$ cat src/rtl/tcdm_initiator_pkg.sv
// Types shared by the core-side TCDM initiator and the bank-side adapter:
// one AMO encoding, and the request metadata echoed back with every response.
package tcdm_initiator_pkg;

  localparam int unsigned CoreIdWidth  = 8;
  // Tag field in the metadata is fixed-width; the initiator uses the low bits.
  localparam int unsigned MetaTagWidth = 8;

  typedef enum logic [3:0] {
    AmoNone = 4'h0,
    AmoSwap = 4'h1,
    AmoAdd  = 4'h2,
    AmoAnd  = 4'h3,
    AmoOr   = 4'h4,
    AmoXor  = 4'h5,
    AmoMax  = 4'h6,
    AmoMaxu = 4'h7,
    AmoMin  = 4'h8,
    AmoMinu = 4'h9,
    AmoLR   = 4'hA,
    AmoSC   = 4'hB
  } amo_op_t;

  typedef struct packed {
    logic [CoreIdWidth-1:0]  core_id;
    logic [MetaTagWidth-1:0] tag;
  } tcdm_init_meta_t;

  function automatic int unsigned idx_width(input int unsigned n);
    return (n > 1) ? $clog2(n) : 1;
  endfunction

endpackage

$ cat src/rtl/tcdm_rob.sv
// Reorder buffer: slots allocated in order at the tail, completed by tag in
// any order, and retired in order from the head.
module tcdm_rob
  import tcdm_initiator_pkg::*;
#(
  parameter int unsigned NumOutstanding = 8,
  parameter int unsigned DataWidth      = 32,
  parameter int unsigned TagWidth       = idx_width(NumOutstanding)
) (
  input  logic                 clk_i,
  input  logic                 rst_ni,
  input  logic                 alloc_i,
  input  logic                 alloc_drop_i,
  output logic [TagWidth-1:0]  tail_o,
  output logic                 full_o,
  input  logic                 wr_valid_i,
  input  logic [TagWidth-1:0]  wr_tag_i,
  input  logic [DataWidth-1:0] wr_data_i,
  output logic                 head_valid_o,
  output logic                 head_drop_o,
  output logic [DataWidth-1:0] head_data_o,
  input  logic                 pop_i
);

  localparam int unsigned CntWidth = $clog2(NumOutstanding + 1);

  logic [NumOutstanding-1:0] alloc_q, done_q, drop_q;
  logic [DataWidth-1:0]      data_q [NumOutstanding];
  logic [TagWidth-1:0]       head_q, tail_q;
  logic [CntWidth-1:0]       count_q;

  assign full_o       = (count_q == CntWidth'(NumOutstanding));
  assign tail_o       = tail_q;
  assign head_valid_o = alloc_q[head_q] & done_q[head_q];
  assign head_drop_o  = drop_q[head_q];
  assign head_data_o  = data_q[head_q];

  // Allocation never hits the head slot (not full), a response never hits an
  // unallocated slot, and the popped head is already done: no slot collisions.
  always_ff @(posedge clk_i or negedge rst_ni) begin
    if (!rst_ni) begin
      alloc_q <= '0;
      done_q  <= '0;
      drop_q  <= '0;
      head_q  <= '0;
      tail_q  <= '0;
      count_q <= '0;
    end else begin
      if (alloc_i) begin
        alloc_q[tail_q] <= 1'b1;
        done_q[tail_q]  <= 1'b0;
        drop_q[tail_q]  <= alloc_drop_i;
        tail_q          <= tail_q + TagWidth'(1);
      end
      if (wr_valid_i) begin
        done_q[wr_tag_i] <= 1'b1;
      end
      if (pop_i) begin
        alloc_q[head_q] <= 1'b0;
        done_q[head_q]  <= 1'b0;
        head_q          <= head_q + TagWidth'(1);
      end
      case ({alloc_i, pop_i})
        2'b10:   count_q <= count_q + CntWidth'(1);
        2'b01:   count_q <= count_q - CntWidth'(1);
        default: count_q <= count_q;
      endcase
    end
  end

  always_ff @(posedge clk_i) begin
    if (wr_valid_i) begin
      data_q[wr_tag_i] <= wr_data_i;
    end
  end

  wr_legal: assert property (@(posedge clk_i) disable iff (!rst_ni)
    wr_valid_i |-> (alloc_q[wr_tag_i] && !done_q[wr_tag_i]))
    else $error("tcdm_rob: response for unallocated or completed tag %0d", wr_tag_i);

endmodule

$ cat src/rtl/tcdm_initiator.sv
// Core-side TCDM initiator: tags and forwards core requests, and returns the
// (possibly out-of-order) responses to the core in issue order.
module tcdm_initiator
  import tcdm_initiator_pkg::*;
#(
  parameter int unsigned AddrWidth      = 32,
  parameter int unsigned DataWidth      = 32,
  parameter int unsigned NumOutstanding = 8,
  parameter bit          DropWriteResp  = 1'b1,
  parameter int unsigned TagWidth       = idx_width(NumOutstanding),
  parameter int unsigned BeWidth        = DataWidth / 8
) (
  input  logic                   clk_i,
  input  logic                   rst_ni,
  input  logic [CoreIdWidth-1:0] core_id_i,
  input  logic                   req_valid_i,
  output logic                   req_ready_o,
  input  logic [AddrWidth-1:0]   req_addr_i,
  input  logic [3:0]             req_amo_i,
  input  logic                   req_write_i,
  input  logic [DataWidth-1:0]   req_wdata_i,
  input  logic [BeWidth-1:0]     req_be_i,
  output logic                   resp_valid_o,
  input  logic                   resp_ready_i,
  output logic [DataWidth-1:0]   resp_rdata_o,
  output logic                   out_valid_o,
  input  logic                   out_ready_i,
  output logic [AddrWidth-1:0]   out_addr_o,
  output logic [3:0]             out_amo_o,
  output logic                   out_write_o,
  output logic [DataWidth-1:0]   out_wdata_o,
  output logic [BeWidth-1:0]     out_be_o,
  output tcdm_init_meta_t        out_meta_o,
  input  logic                   in_valid_i,
  output logic                   in_ready_o,
  input  logic [DataWidth-1:0]   in_rdata_i,
  input  tcdm_init_meta_t        in_meta_i
);

  if (DataWidth != 32) begin : g_bad_data_width
    $error("tcdm_initiator: only DataWidth=32 is supported");
  end
  if ((NumOutstanding < 2) || ((NumOutstanding & (NumOutstanding - 1)) != 0)) begin : g_bad_depth
    $error("tcdm_initiator: NumOutstanding must be a power of two >= 2");
  end
  if (TagWidth >= MetaTagWidth) begin : g_bad_tag
    $error("tcdm_initiator: NumOutstanding too large for the metadata tag field");
  end

  logic                 full, issue, drop, pop;
  logic [TagWidth-1:0]  tail;
  logic                 head_valid, head_drop;
  logic [DataWidth-1:0] head_data;
  logic                 unused_meta;

  // Request path: combinational feed-through, held off while reset is asserted.
  // Full is deliberately not relieved by a same-cycle retire.
  assign out_valid_o = rst_ni & req_valid_i & ~full;
  assign req_ready_o = rst_ni & out_ready_i & ~full;
  assign issue       = out_valid_o & out_ready_i;
  assign drop        = DropWriteResp & req_write_i & (req_amo_i == AmoNone);

  assign out_addr_o         = rst_ni ? req_addr_i  : '0;
  assign out_amo_o          = rst_ni ? req_amo_i   : '0;
  assign out_write_o        = rst_ni & req_write_i;
  assign out_wdata_o        = rst_ni ? req_wdata_i : '0;
  assign out_be_o           = rst_ni ? req_be_i    : '0;
  assign out_meta_o.core_id = rst_ni ? core_id_i   : '0;
  assign out_meta_o.tag     = MetaTagWidth'(tail);

  assign in_ready_o  = 1'b1;
  assign unused_meta = ^{in_meta_i.core_id, in_meta_i.tag[MetaTagWidth-1:TagWidth]};

  // Response path: dropped heads retire on their own, others wait for the core.
  assign resp_valid_o = head_valid & ~head_drop;
  assign resp_rdata_o = resp_valid_o ? head_data : '0;
  assign pop          = head_valid & (head_drop | resp_ready_i);

  tcdm_rob #(
    .NumOutstanding(NumOutstanding),
    .DataWidth     (DataWidth),
    .TagWidth      (TagWidth)
  ) i_rob (
    .clk_i       (clk_i),
    .rst_ni      (rst_ni),
    .alloc_i     (issue),
    .alloc_drop_i(drop),
    .tail_o      (tail),
    .full_o      (full),
    .wr_valid_i  (in_valid_i),
    .wr_tag_i    (in_meta_i.tag[TagWidth-1:0]),
    .wr_data_i   (in_rdata_i),
    .head_valid_o(head_valid),
    .head_drop_o (head_drop),
    .head_data_o (head_data),
    .pop_i       (pop)
  );

endmodule

$ cat config.mk
export PLATFORM = sky130hd
export DESIGN_NAME = tcdm_initiator
export DESIGN_NICKNAME = d
export VERILOG_FILES = /design/src/rtl/tcdm_initiator_pkg.sv /design/src/rtl/tcdm_rob.sv /design/src/rtl/tcdm_initiator.sv
export SDC_FILE = /design/constraint.sdc
export NUM_CORES = 1
export LEC_CHECK = 0
export ABC_AREA = 1
export BUFFER_PORTS_ARGS = -buffer_cell sky130_fd_sc_hd__clkbuf_2
export CELL_PAD_IN_SITES_DETAIL_PLACEMENT = 0
export CELL_PAD_IN_SITES_GLOBAL_PLACEMENT = 2
export CORE_UTILIZATION = 38
export DETAILED_ROUTE_END_ITERATION = 8
export HOLD_SLACK_MARGIN = 0.15
export PLACE_DENSITY = 0.95
export SLEW_MARGIN = 5
export SYNTH_ARGS = -nofsm -noshare
export SYNTH_HDL_FRONTEND = slang
export SYNTH_HIERARCHICAL = 1
export SYNTH_SLANG_ARGS = --single-unit
export TNS_END_PERCENT = 10
$ cat constraint.sdc
create_clock -name clk_i -period 5.85 [get_ports clk_i]
set_input_delay 1.17 -clock clk_i [delete_from_list [all_inputs] [get_ports clk_i]]
set_output_delay 1.17 -clock clk_i [all_outputs]
set_load 0.05 [all_outputs]
After elaboration in Yosys (flattened, before gate mapping)
Memory sizes are Yosys's and may differ from the RTL's.
Cells that the tools add are included.
Operators by class
  mux-type cells: 27
  $add $sub $neg: 4
  bitwise gates (word level): 20
  order comparisons: 6
  reductions and logical operators: 5
  equal/unequal tests: 3
Operators by type and width (number)
  $mux 32: 3
  $mux 8: 6
  $and 8x8->8: 3
  $not 8->8: 2
  $or 8x8->8: 2
  $lt 3x4->1 const B: 3
  $and 1x1->1: 10
  $bmux 1 s3: 3
  $demux 1 s3: 3
  $ge 3x1->1 const B: 3
  $bwmux 8: 1
  $mux 1: 8
  $mux 4: 2
  $pmux 4 s2: 1
  $add 3x1->3 const B: 2
  $add 4x1->4 const B: 1
  $eq 4x4->1 const B: 1
  $logic_not 4->1: 1
  $sub 4x1->4 const B: 1
  $logic_and 1x1->1: 3
  $eq 2x1->1 const B: 1
  $eq 2x2->1 const B: 1
  $not 1->1: 2
  $reduce_bool 2->1: 1
  $or 1x1->1: 1
Word-level totals
  output and inout bits: 125
  word-level logic and storage cells: 72
  input bits: 135
  memories: 1
  bits in writable memories: 256
  register bits: 34
Memories
  i_rob.data_q: words 8, width 32, rd ports 1, clocked after Yosys merged registers in 0, write ports 1, RTL line tcdm_rob.sv:28  | logic [DataWidth-1:0] data_q [NumOutstanding];

Longest topological paths before layout
Gate-level depths: netlist of the first run.
  depth after elaboration: 11
  gate-level depth with buffers: 18
  depth with buffers taken out: 16

Hierarchy
The synthesis of the first run kept the hierarchy.
By module, submodules not included
  tcdm_rob: seq. area each 8538.2 µm², times used 1, area an instance 11781.3 µm², cells each 958
  tcdm_initiator: seq. area each 0.0 µm², times used 1, area an instance 1078.5 µm², cells each 262

Worst setup path before layout of the first run
No wires, ideal clock.
  kind: input -> register
  start point: input port in_valid_i
  end point: memory i_rob.data_q[3][0], enable pin
  required time: 5.386 ns
  stages: 2
  buffers on the path: 0
  path slack: 1.874 ns
  data arrival time: 3.512 ns
  path through: nand2_1 -> nor3_1
Between the ends
  cells in the longest elaborated chain, start to end: 2
RTL lines
  start, declared: RTL line tcdm_initiator.sv:34  | input logic in_valid_i,
  $mux 1: RTL line tcdm_rob.sv:72  | if (wr_valid_i) begin
  $mux 1 (implied by the code): RTL line tcdm_rob.sv:73  | data_q[wr_tag_i] <= wr_data_i;
  end, declared: RTL line tcdm_rob.sv:28
No other way between the ends.

Worst setup path after layout of the first run
  start point: register i_rob.head_q[0]
  end point: output port resp_rdata_o[31]
Between the ends
  cells in the longest elaborated chain, start to end: 5
  elaborated cells on any way between the ends: 11
  classes of those cells: 7 x mux; 3 x bitwise; 1 x memory
RTL lines
  start, declared: RTL line tcdm_rob.sv:29  | logic [TagWidth-1:0] head_q, tail_q;
  start signal, assigned: RTL line tcdm_rob.sv:61  | head_q <= head_q + TagWidth'(1);
  $bmux 1 s3: RTL line tcdm_rob.sv:34  | assign head_valid_o = alloc_q[head_q] & done_q[head_q];
  $mux 1 (implied by the code): RTL line tcdm_rob.sv:34
  $and 1x1->1 *: RTL line tcdm_rob.sv:34
  via head_valid: RTL line tcdm_initiator.sv:52  | logic head_valid, head_drop;
  $and 1x1->1 *: RTL line tcdm_initiator.sv:75  | assign resp_valid_o = head_valid & ~head_drop;
  $mux 32 *: RTL line tcdm_initiator.sv:76  | assign resp_rdata_o = resp_valid_o ? head_data : '0;
  end, declared: RTL line tcdm_initiator.sv:25  | output logic [DataWidth-1:0] resp_rdata_o,
The timed path passes the listed nets; every way through them passes the cells marked *. The select of a mux whose other input is x is not followed.

==> results of run 1 <==
-- worst min-delay path by stage --
stage / start / to / slack, ps / cells past startpoint
after global placement: i_rob/drop_q[3]$_DFFE_PN0P_ / i_rob/drop_q[3]$_DFFE_PN0P_ / 460 / 2
after CTS: i_rob/drop_q[2]$_DFFE_PN0P_ / i_rob/drop_q[2]$_DFFE_PN0P_ / 490 / 2
final: i_rob/drop_q[2]$_DFFE_PN0P_ / i_rob/drop_q[2]$_DFFE_PN0P_ / 490 / 2
after floorplan: i_rob/drop_q[3]$_DFFE_PN0P_ / i_rob/drop_q[3]$_DFFE_PN0P_ / 450 / 2
after global routing: i_rob/drop_q[4]$_DFFE_PN0P_ / i_rob/drop_q[4]$_DFFE_PN0P_ / 500 / 2
after detailed placement: i_rob/drop_q[2]$_DFFE_PN0P_ / i_rob/drop_q[2]$_DFFE_PN0P_ / 470 / 2
-- cells in the final DEF, fill, tap and decap left out, drive strengths merged, types with 2 or more instances in the layout --
master and count:
xor2 5, clkinvlp 2, inv 229, o211ai 67, nand3 10, clkbuf 272, edfxtp 256, dfrtp 34
nand4 33, conb 6, bufinv 5, a21oi 14, nor2 196, ha 5, clkinv 14, nor3 6
buf 10, nand2 218, o21ai 77
-- routing by layer --
layer / up-vias / GRT usage / routed length, um
met2: 246 / 0.311 / 14700
met3: 39 / 0.0290 / 1630
met1: 4063 / 0.208 / 12200
met5: - / 0 / 13
li1: 4431 / - / -
met4: 2 / 0.0370 / 537
-- power breakdown --
group | total (mW) | internal (mW) | switching [mW]
registers | 2.58 | 2.42 | 0.166
clock network | 1.92 | 1.18 | 0.743
logic | 2.77 | 0.711 | 2.06
total | 7.28 | 4.31 | 2.97
-- area by class of cell --
class	instances	area share
diodes	1	0.000163
clock buffers	33	0.0511
clock inverters	22	0.0154
inverters	228	0.0561
multi-input cells	643	0.200
flip-flops and latches	290	0.558
well taps	448	0.0366
repair buffers	249	0.0830
-- worst register-to-register path, cell delays in order, from the launching register on --
cell,delay [ps]
dfrtp_4,860
inv_2,510
nand2_1,190
nand3_1,80
nand2_1,110
nor2_1,40
nor2_1,140
o21a_1,370
ha_1,300
ha_1,280
or2_2,320
nand3_1,90
nand2_1,60
nand2_1,60
nand2_1,50
-- cells by family after synthesis --
logic type                 synth area share
AOI/OAI and AO/OA                    0.0757
adders and majority gates           0.00642
xor gates and xnor gates            0.00409
DFF                                   0.664
and+or+nand+nor                       0.148
buffers and inverters                 0.101
other                              0.000584
-- per-stage QoR --
step	instance area [sq um]	cells	hold WS, ps
3_5_place_dp	14300	1858	475
3_3_place_gp	14300	1858	461
5_1_grt	15300	1913	502
6_report	15300	1914	489
2_1_floorplan	12900	1224	448
4_1_cts	15300	1913	490
-- sequential cells by signal, summed over array words and instances, names as in the netlist --
register and count:
i_rob/head_q 3, i_rob/data_q 256, i_rob/tail_o 3, i_rob/count_q 4, i_rob/alloc_q 8, i_rob/done_q 8
i_rob/drop_q 8
==> flow_summary.yaml, run 1 <==
status:
  status: "finished, final reports clean"
grt:
  antenna_found_initial: 2
  grt_pass1_vias: 8257
  overflow: 0
  grt_use_total: 0.170
  grt_pass1_wl_mm: 44.9
  grt_start_max_net_pins: 76
clock_network:
  tritoncts: "yes"
  cts_made_buffers: 30
  clk_pin_slew_ps: 60
  ctsHoldBuffers: 0
  cts_root_buf: "clkbuf_16"
  cts_setup_buffers: 0
  clk_path_buf_depth: 3
  cts_resized: 0
  cts_sinks: 290
  htreeDepth: 1
  clk_latency_ps: 540
critical_path:
  cp-end-kind: "primary output"
  r2r_end: "i_rob/count_q[3]$_DFFE_PN0P_"
  critPathMaxFanout: 65
  path_depth: 9
  crit_arrival_ps: 3540
  cp.required_ps: 4680
  rrSetupSlack_ps: 2310
  reg2reg_depth: 14
  cp_slowest_cell: "dfrtp_4"
  cp_top_family: "simple AND/OR/NAND/NOR gates"
  slowest_delay_ps: 860
  crit_start: "i_rob/head_q[0]$_DFFE_PN0P_"
  crit_buf_inv: 2
  crit_type: "flip-flop to primary output"
  endpoint: "resp_rdata_o[31]"
  cp_cell_sequence: "inv_2 > nand2_1 > nand3_1 > nand2_1 > nor2_1 > nor2_1 > nand2_2 > nor2_1 > clkbuf_2"
  reg2reg_from: "i_rob/head_q[0]$_DFFE_PN0P_"
  start_kind: "flip-flop"
  crit_top_cell: "nor2_1"
synth:
  synth_area_leaders: "edfxtp_1 60%, dfrtp_1 6.6%, inv_1 6.6%"
  synth_commonest_cells: "256 x edfxtp_1, 226 x inv_1, 215 x nand2_1, 193 x nor2_1, 67 x o211ai_1"
  yosys_most_used_dff: "edfxtp_1"
  syn_inst: 1220
  synth_cell_type_count: 31
  yosys.area.top_type: "edfxtp_1"
  syn_area_per_cell_sq_um: 10.5
  ys_seq_area_frac: 0.664
  yosys_warnings: 6
  async_flop_share: 0.117
  syn_area_sq_um: 12900
  synth_top_area_share: 0.598
  synth_edf_count: 256
  ys_ff_latch: 290
  yosysMostFrequentCell: "edfxtp_1"
timing:
  hold_violations: 0
  setup_tns_ps: 0
  slew_headroom: 0.283
  period_needed_ps: 4710
  timing.fmax_mhz: 212
  fin_crit_sh: 0.805
  setup_slack_ps: 1140
  setup_violations: 0
  slew_viol_final: 0
  skew_ps: 10.3
  rsz0062_at_grt: "no"
  tightest_slew_ps: 1070
place:
  numPortBuffers: 240
  dpl.hpwl_mm: 17.6
  pre_cts_slack_ps: 1600
  gp_congestion: 0.771
routing:
  route.detailed.drc: 0
  drt_wl_total_mm: 29.1
  antenna_left: 0
  initialDrtViolationCount: 498
  vias_per_cell: 4.59
  wl_per_cell_um: 15.2
  vias: 8781
  dr.pass1.iters: 4
min_path:
  hp-class: "flip-flop to flip-flop"
floorplanning:
  rows: 67
  die_w_um: 186
  dieArea_sq_um: 34600
  core_area_sq_um: 33400
  start_util: 0.384
  io-pin-count: 260
  die_h_um: 186
final_layout:
  drive_gt1_frac: 0.214
  multi_input_area_sq_um: 3060
  utilization: 0.458
  syn_to_final_growth_pct: 19.1
  seq_area_sq_um: 8540
  layout.nets: 1583
  n_fill_cell: 3117
power_and_ir_drop:
  ir_drop_mv: 0.417
  power_mw: 7.28
  leakage_nw: 6.98
  powerDensity_nw_per_um2: 475
run:
  maxCapViolCount: 0
Power figures use the tool's default switching activity.
==> run 2, diff against run 1 <==
--- a/config.mk
+++ b/config.mk
@@ -9,10 +9,10 @@
 export BUFFER_PORTS_ARGS = -buffer_cell sky130_fd_sc_hd__clkbuf_2
 export CELL_PAD_IN_SITES_DETAIL_PLACEMENT = 0
 export CELL_PAD_IN_SITES_GLOBAL_PLACEMENT = 2
-export CORE_UTILIZATION = 38
+export CORE_UTILIZATION = 35
 export DETAILED_ROUTE_END_ITERATION = 8
 export HOLD_SLACK_MARGIN = 0.15
-export PLACE_DENSITY = 0.95
+export PLACE_DENSITY = 0.9
 export SLEW_MARGIN = 5
 export SYNTH_ARGS = -nofsm -noshare
 export SYNTH_HDL_FRONTEND = slang
==> constraint.sdc (replaced) <==
create_clock -name clk_i -period 4.9 [get_ports clk_i]
set_input_delay 0.98 -clock clk_i [delete_from_list [all_inputs] [get_ports clk_i]]
set_output_delay 0.98 -clock clk_i [all_outputs]
set_load 0.05 [all_outputs]
==> run 2 against run 1 <==
Effect of this change: clock-buffer cell count grew 7; final area grew 0.24%; clock skew fell by 4.7 ps; flip-flop and latch count stayed put; register-to-register slack worse by 570 ps; wire length is 5.2% higher; combinational power is 24% higher; highest routed layer is now met4.
==> flow_summary.yaml, run 2 (synthesis results as in run 1) <==
critical_path:
  cp.required_ps: 3920
  reg2reg_depth: 12
  cp_top_family: "simple AND/OR/NAND/NOR gates"
  r2r_end: "i_rob/count_q[3]$_DFFE_PN0P_"
  crit_top_cell: "nor2_1"
  cp_cell_sequence: "nand2_4 > nor2_1 > o21ai_0 > nand4_1 > inv_1 > nand2_2 > nor2_1 > clkbuf_2"
  crit_buf_inv: 2
  crit_arrival_ps: 3190
  slowest_delay_ps: 710
  rrSetupSlack_ps: 1740
  start_kind: "flip-flop"
  crit_type: "flip-flop to primary output"
  cp-end-kind: "primary output"
  cp_slowest_cell: "dfrtp_1"
  reg2reg_from: "i_rob/head_q[1]$_DFFE_PN0P_"
  critPathMaxFanout: 35
clock_network:
  cts_setup_buffers: 0
  cts_made_buffers: 30
  clk_latency_ps: 540
  cts_sinks: 290
  ctsHoldBuffers: 0
  tritoncts: "yes"
  htreeDepth: 1
  cts_resized: 0
  cts_root_buf: "clkbuf_16"
  clk_path_buf_depth: 3
  clk_pin_slew_ps: 60
run:
  maxCapViolCount: 0
timing:
  setup_tns_ps: 0
  rsz0062_at_grt: "no"
  slew_headroom: 0.366
  fin_crit_sh: 0.851
  slew_viol_final: 0
  tightest_slew_ps: 948
  hold_violations: 0
  period_needed_ps: 4170
  setup_violations: 0
  timing.fmax_mhz: 240
  skew_ps: 5.62
final_layout:
  utilization: 0.428
  layout_common_cells: "256 x edfxtp_1, 239 x clkbuf_2, 225 x inv_1"
  stdcell_count: 1934
  regMostFlops: "i_rob/data_q"
  syn_to_final_growth_pct: 19.4
  layout.nets: 1589
  largest_reg_flops: 256
  layout_commonest_cell: "edfxtp_1"
  n_fill_cell: 3377
  drive_gt1_frac: 0.213
grt:
  overflow: 0
  grt_pass1_vias: 8568
  grt_pass1_wl_mm: 47.7
  grt_use_total: 0.162
  grt_start_max_net_pins: 195
  antenna_found_initial: 1
routing:
  antenna_left: 0
  wl_per_cell_um: 15.8
  vias: 8891
  vias_per_cell: 4.60
  initialDrtViolationCount: 544
  dr.pass1.iters: 5
  drt_wl_total_mm: 30.6
  route.detailed.drc: 0
min_path:
  hp-class: "flip-flop to flip-flop"
  hp-start: "i_rob/drop_q[0]$_DFFE_PN0P_"
  min_path_cells: 2
  whs_endpoint: "i_rob/drop_q[0]$_DFFE_PN0P_"
floorplanning:
  io-pin-count: 260
  rows: 69
  die_h_um: 194
  dieArea_sq_um: 37500
  core_area_sq_um: 35800
  start_util: 0.359
  die_w_um: 194
place:
  dpl.hpwl_mm: 18.5
  place_inst: 1877
  numPortBuffers: 240
  gp_congestion: 0.813
status:
  status: "finished, final reports clean"
power_and_ir_drop:
  ir_drop_mv: 0.572
  powerDensity_nw_per_um2: 563
  leakage_nw: 6.99
run 2: cell type report:
class	instances	area (sq um)	area share
well taps	461	577	0.0376
multi-input cells	643	3060	0.199
inverters	228	858	0.0559
repair buffers	255	1340	0.0874
flip-flops and latches	290	8540	0.556
diodes	1	2.50	0.000163
clock inverters	16	130	0.00848
clock buffers	40	840	0.0547
run 2: per-stage QoR:
step           worst slack [ps]  hold slack, ps  instance area, sq um  total power [mW]
3_3_place_gp               1260             469                 14400              6.53
4_1_cts                     634             494                 15300              8.75
5_1_grt                     431             524                 15300              9.18
6_report                    732             490                 15300              8.64
2_1_floorplan              1110             448                 12900              5.75
3_5_place_dp               1190             480                 14400              6.56
run 2: how the worst max path moves through the flow:
stage,slack (ps),startpoint,cells after the start,end
4_1_cts,630,i_rob/head_q[2]$_DFFE_PN0P_,9,resp_rdata_o[26]
6_report,730,i_rob/head_q[1]$_DFFE_PN0P_,8,resp_rdata_o[26]
3_5_place_dp,1190,i_rob/head_q[1]$_DFFE_PN0P_,8,resp_rdata_o[26]
3_3_place_gp,1260,i_rob/head_q[1]$_DFFE_PN0P_,8,resp_rdata_o[11]
2_1_floorplan,1110,in_valid_i,2,i_rob/data_q[3][0]$_DFFE_PP_
5_1_grt,430,i_rob/head_q[2]$_DFFE_PN0P_,9,resp_rdata_o[3]
run 2: power breakdown:
part,switching [mW],internal [mW]
combinational,2.55,0.873
clock,0.885,1.30
sequential,0.144,2.89
total,3.58,5.06
run 2: worst register-to-register path: stages, from the launching register on:
cell	delay [ps]
dfrtp_1	710
nand2_4	460
nor2_1	180
o21ai_0	100
nand4_1	110
o21a_1	380
ha_1	310
ha_1	280
or2_2	310
nand3_1	80
nand2_1	60
nand2_1	50
nand2_1	40
run 2: layer usage:
metal  track usage  vias to the layer above  routed length [um]
met4        0.0338                        0                 520
li1              -                     4440                   -
met5             0                        -                   0
met1         0.209                     4193               13300
met2         0.285                      221               15200
met3        0.0254                       37                1550
